===== src/rtl/pipe_reg_chain.sv =====
// Parametrised valid/ready register chain: zero-extends IN_WIDTH-bit input to
// WIDTH bits and carries it through DEPTH stages with backpressure and flush.
module pipe_reg_chain #(
  parameter int unsigned WIDTH    = 8,
  parameter int unsigned IN_WIDTH = 4,
  parameter int unsigned DEPTH    = 3,
  parameter int unsigned CNT_W    = $clog2(DEPTH + 1)
) (
  input  logic                clk,
  input  logic                rst_n,
  input  logic                flush,
  input  logic                in_valid,
  output logic                in_ready,
  input  logic [IN_WIDTH-1:0] in_data,
  output logic                out_valid,
  input  logic                out_ready,
  output logic [WIDTH-1:0]    out_data,
  output logic [CNT_W-1:0]    occupancy
);

  logic [DEPTH-1:0] vld;
  logic [DEPTH-1:0] vld_nxt;
  logic [DEPTH-1:0] mv;
  logic [DEPTH-1:0] load;
  logic [WIDTH-1:0] dat [DEPTH];
  logic [CNT_W-1:0] occ_nxt;
  logic             free_down;

  // Move ripple from the output side back to the input.
  always_comb begin
    mv        = '0;
    free_down = out_ready;
    for (int k = int'(DEPTH) - 1; k >= 0; k--) begin
      mv[k]     = vld[k] & free_down;
      free_down = ~vld[k] | mv[k];
    end
  end

  assign in_ready = ~vld[0] | mv[0];

  // Stage loads and next valids; flush cancels every transfer into a stage.
  always_comb begin
    load    = '0;
    vld_nxt = '0;
    occ_nxt = '0;
    for (int k = 0; k < int'(DEPTH); k++) begin
      if (k == 0) begin
        load[k] = in_valid & in_ready & ~flush;
      end else begin
        load[k] = mv[k-1] & ~flush;
      end
      if (flush) begin
        vld_nxt[k] = 1'b0;
      end else if (load[k]) begin
        vld_nxt[k] = 1'b1;
      end else begin
        vld_nxt[k] = vld[k] & ~mv[k];
      end
      occ_nxt = occ_nxt + CNT_W'(vld_nxt[k]);
    end
  end

  always_ff @(posedge clk or negedge rst_n) begin
    if (!rst_n) begin
      vld       <= '0;
      occupancy <= '0;
      for (int k = 0; k < int'(DEPTH); k++) begin
        dat[k] <= '0;
      end
    end else begin
      vld       <= vld_nxt;
      occupancy <= occ_nxt;
      for (int k = 0; k < int'(DEPTH); k++) begin
        if (load[k]) begin
          if (k == 0) begin
            dat[k] <= WIDTH'(in_data);
          end else begin
            dat[k] <= dat[k-1];
          end
        end
      end
    end
  end

  assign out_valid = vld[DEPTH-1];
  assign out_data  = dat[DEPTH-1];

endmodule


===== config.mk =====
export PLATFORM = sky130hd
export DESIGN_NAME = pipe_reg_chain
export DESIGN_NICKNAME = d
export VERILOG_FILES = /design/src/rtl/pipe_reg_chain.sv
export SDC_FILE = /design/constraint.sdc
export NUM_CORES = 1
export LEC_CHECK = 0
export CORE_MARGIN = 10
export CORE_UTILIZATION = 40
export CTS_CLUSTER_SIZE = 10
export DETAILED_ROUTE_END_ITERATION = 10
export PLACE_DENSITY = 0.76
export SLEW_MARGIN = 10
export SYNTH_ARGS = -nofsm -noshare
export SYNTH_HDL_FRONTEND = slang
export SYNTH_SLANG_ARGS = --single-unit
export TNS_END_PERCENT = 20

===== constraint.sdc =====
create_clock -name clk -period 1.9 [get_ports clk]
set_input_delay 0.285 -clock clk [delete_from_list [all_inputs] [get_ports clk]]
set_output_delay 0.285 -clock clk [all_outputs]
set_load 0.005 [all_outputs]

Yosys cells after proc, flatten, opt, wreduce, memory -nomap -nowiden:

Index checks and enable logic that the tools add are counted.
Widths: inputs -> output; s select.

* register bits: 17
* output and inout bits: 12
* input port bits: 9

* $add $sub $neg: 2
* mux-type cells: 6
* bitwise operators: 20

Operators by type and width (number)
* $and 1x1->1: 10
* $not 1->1: 7
* $mux 1: 6
* $or 1x1->1: 3
* $add 1x1->2: 1
* $add 2x1->2: 1

Logic depth before layout (Yosys ltp):

* word-level depth: 12
* gate-level depth with buffers: 4
* depth with buffers taken out: 4

Least setup slack after synthesis:

No wires, ideal clock.

* path kind: register to register
* start point: register vld[1]
* end point: register occupancy[0]
* required time: 1.764 ns
* buffers on the path: 0
* cell stages (with the launch flop): 4
* period minus slack after synthesis: 1.347 ns
* arrival: 1.211 ns
* slack: 0.553 ns
* setup time: 0.136 ns
* path through: dfrtp_1 nand4b_1 a21oi_1 fa_1

* longest elaborated chain between the ends: 10

Ends and longest elaborated chain
* start: declaration: line 21 `logic [DEPTH-1:0] vld;`
* start signal: assignment: line 71 `vld <= vld_nxt;`
* $and 1x1->1 or $not 1->1 (tied branches): line 34, 35
* $or 1x1->1 (*): line 35 `free_down = ~vld[k] | mv[k];`
* $and 1x1->1 (*): line 34 `mv[k] = vld[k] & free_down;`
* $or 1x1->1 (*): line 39 `assign in_ready = ~vld[0] | mv[0];`
* net in_ready: line 13 `output logic in_ready,`
* $and 1x1->1 (*) (2 in a row): line 48 `load[k] = in_valid & in_ready & ~flush;`
* $mux 1 (*): line 54 `end else if (load[k]) begin`
* $mux 1 (*): line 52 `if (flush) begin`
* net vld_nxt[0]: line 22 `logic [DEPTH-1:0] vld_nxt;`
* $add 1x1->2 (*): line 59 `occ_nxt = occ_nxt + CNT_W'(vld_nxt[k]);`
* $add 2x1->2 (*): line 59
* net occ_nxt[0]: line 26 `logic [CNT_W-1:0] occ_nxt;`
* end signal: assignment: line 72 `occupancy <= occ_nxt;`
* end: declaration: line 18 `output logic [CNT_W-1:0] occupancy`

Mark *: on every way through the listed nets, which the timed path passes. The rest lies on a longest branch.
A chain may end at the register's enable or synchronous reset.

Final worst setup path:

* start point: input port out_ready
* end point: output port in_ready

* longest elaborated chain between the ends: 6

Ends and longest elaborated chain
* start: declaration: line 16 `input logic out_ready,`
* $and 1x1->1: line 34
* $or 1x1->1: line 35
* $and 1x1->1: line 34
* $or 1x1->1: line 35
* $and 1x1->1: line 34
* $or 1x1->1: line 39
* end: declaration: line 13

No other way between the ends.

==> impl_metrics.csv <==
group,metric,value,unit
run_status,status,"completed",
sta,max_freq,550,MHz
power_and_ir_drop,power_density,951,mW/mm²
flow_run,cap_violations,0,
worst_setup_path,worst-path-stages,3,
global_routing,grt_pass1_vias,456,
sta,drv_slew,0,
synthesis,yosysWarnings,0,
cts,clk_latency,0.28,ns
place,hpwl,990,µm
worst_setup_path,critPathKind,"input port to primary output",
final_layout,drive_gt1_share,28.4,%
global_routing,grt_antenna_before_repair,0,
cts,path_clk_slew,0.09,ns
cts,cts_resized,0,
worst_setup_path,crit_required,1.62,ns
sta,setup_tns,0,ns
floorplanning,io_pins,21,
final_layout,antennaDiodeCount,0,
power_and_ir_drop,seq_power_share,54.6,%
sta,fin_crit,1.82,ns
global_routing,met3_usage,2.65,%
worst_setup_path,path_delay_family,"buffers and inverters",
floorplanning,rows,15,
cts,cts_made_buffers,3,
synthesis,synth.ff_latch_count,17,
worst_setup_path,path_cells,"clkdlybuf4s50_1, nand4b_1, clkdlybuf4s50_1",
final_layout,final_nets,78,
worst_setup_path,cp_max_fo,3,
final_layout,final_common_cell,"dfrtp_1",
cts,cts_root_buf,"clkbuf_4",
global_routing,grt_pass1_wl,2000,µm
global_routing,overflow,0,
hold_path,worst_hold_path_type,"input port to async pin",
synthesis,ys_top_cells_by_area,"dfrtp_1 57%, mux2_2 12%, buf_4 8.0%, mux2_4 8.0%, fa_1 2.7%",
sta,timing.final.hold_violations,0,
final_layout,utilization,53.0,%
sta,whs,0.306,ns
power_and_ir_drop,p_leak,0.414,nW
worst_setup_path,cp_common_cell,"clkdlybuf4s50_1",
worst_setup_path,cp-start-kind,"input port",
synthesis,synth.avg_cell_area,14.7,µm²
final_layout,final_cell_mix,"17 x dfrtp_1, 16 x clkdlybuf4s50_1, 8 x mux2_2",
synthesis,synth_top_area_share,56.9,%
power_and_ir_drop,ir_drop,411,µV
drt,detail-route-antenna-nets,0,
global_routing,grt_use_met2,9.90,%
power_and_ir_drop,switchingPower,0.202,mW
synthesis,synth_cell_types,14,
global_routing,grt_busiest_layer,"met2",
synthesis,synth_cells,51,
place,place_congestion,0.717,
cts,ctsHoldBuffers,0,
sta,fin_skew,0.00671,ns
global_routing,grt_max_degree,18,
power_and_ir_drop,p_sw_share,22.9,%
synthesis,syn_area,748,µm²
power_and_ir_drop,power_frac_clock,21.0,%
drt,finalWirelength,1160,µm
floorplanning,fp.dieH,63.3,µm
global_routing,grt_use_met1,6.82,%
global_routing,grtUsageTotal,6.31,%
drt,dr.pass1.iters,2,
cts,cts.htree.levels,1,
place,io_buffers,16,
floorplanning,initial_core_util,42.9,%
drt,routedWlPerCell,12.7,µm
worst_setup_path,crit_path_end_kind,"primary output",
cts,cts_max_path_buffers,2,
sta,finalCritPeriodShare,95.6,%
synthesis,yosys.area.top_type,"dfrtp_1",
worst_setup_path,cp.arrival,1.53,ns
worst_setup_path,max_stage_delay,0.54,ns
power_and_ir_drop,internal_power,0.677,mW
sta,finalSetupViolCount,0,
final_layout,fillCellCount,156,
floorplanning,fp.dieW,63.3,µm
floorplanning,die_area,0.00400,mm²
sta,rsz0062_at_grt,"false",
cts,cts_tree,"done",
worst_setup_path,r2r_cells,3,
cts,cts.sinks,17,
drt,drt_iter0_drc,1,
worst_setup_path,cp_slowest_cell,"clkdlybuf4s50_1",
power_and_ir_drop,pwr-share-comb,24.4,%
drt,vias,412,
drt,drc,0,
synthesis,ys_seq_area_share,56.9,%
cts,postCtsSetupBuffers,0,
worst_setup_path,path_buf_inv,2,
final_layout,area_delta_synth_final,23.6,%
drt,viasPerCell,4.48,
floorplanning,core-area,0.00175,mm²
[Yosys cell counts]
master	count
mux2_2	8
fa_1	1
buf_4	8
conb_1	1
mux2_4	4
inv_1	2
a211o_4	1
nand3b_1	1
nand4b_1	1
a21oi_1	2
nor2b_4	1
dfrtp_1	17
nor3b_2	1
nor2_1	3
[layer usage]
metal	wire length [µm]	vias up
met3	97	0
met4	0	0
met5	0	-
met1	472	205
met2	595	14
li1	-	193
[metrics by stage]
stage / area (µm²) / setup slack [ns] / power [mW] / std cells
after floorplan: 759 / 0.553 / 0.632 / 54
after global placement: 898 / 0.101 / 0.699 / 88
after detailed placement: 898 / 0.0451 / 0.710 / 88
after CTS: 925 / 0.0777 / 0.898 / 92
after global routing: 925 / 0.0661 / 0.940 / 92
final: 925 / 0.0831 / 0.879 / 92
[logic make-up after synthesis]
kind of cell	share of synthesized area [%]
other cells	0.501
compound gates	3.68
mux	20.1
simple gates	7.19
flops	56.9
fa+ha+maj	2.68
buf+inv	9.03
[power groups by stage]
stage                     combinational, mW  sequential [mW]  clock, mW
final                                 0.215            0.480      0.185
after global routing                  0.234            0.494      0.212
after CTS                             0.220            0.483      0.195
after detailed placement              0.219            0.491          0
after global placement                0.213            0.486          0
after floorplan                       0.156            0.476          0
[flip-flops by register name, indices dropped and copies added (netlist names)]
name       cells
dat            8
out_data       4
vld            3
occupancy      2
[worst paths after layout]
check	start	end	slack [ns]
worst max-delay path	out_ready	in_ready	0.08
worst min-delay path	rst_n	dat[19]	0.31
worst max register to register	vld[1]	occupancy[0]	0.46
worst min register to register	out_data[1]	out_data[1]	0.51
max in group asynchronous	rst_n	occupancy[0]	1.41
min in group clk	out_data[1]	out_data[1]	0.51
[layout make-up]
class                           instances  area (µm²)  share of cell area, %
Sequential cell                        17         425                   46.0
Multi-Input combinational cell         27         267                   28.8
Timing Repair Buffer                   17         168                   18.1
Tap cell                               25        31.3                   3.38
Clock buffer                            4        26.3                   2.84
Inverter                                2        7.51                  0.812
No activity file was read; power rests on OpenSTA's default activity.
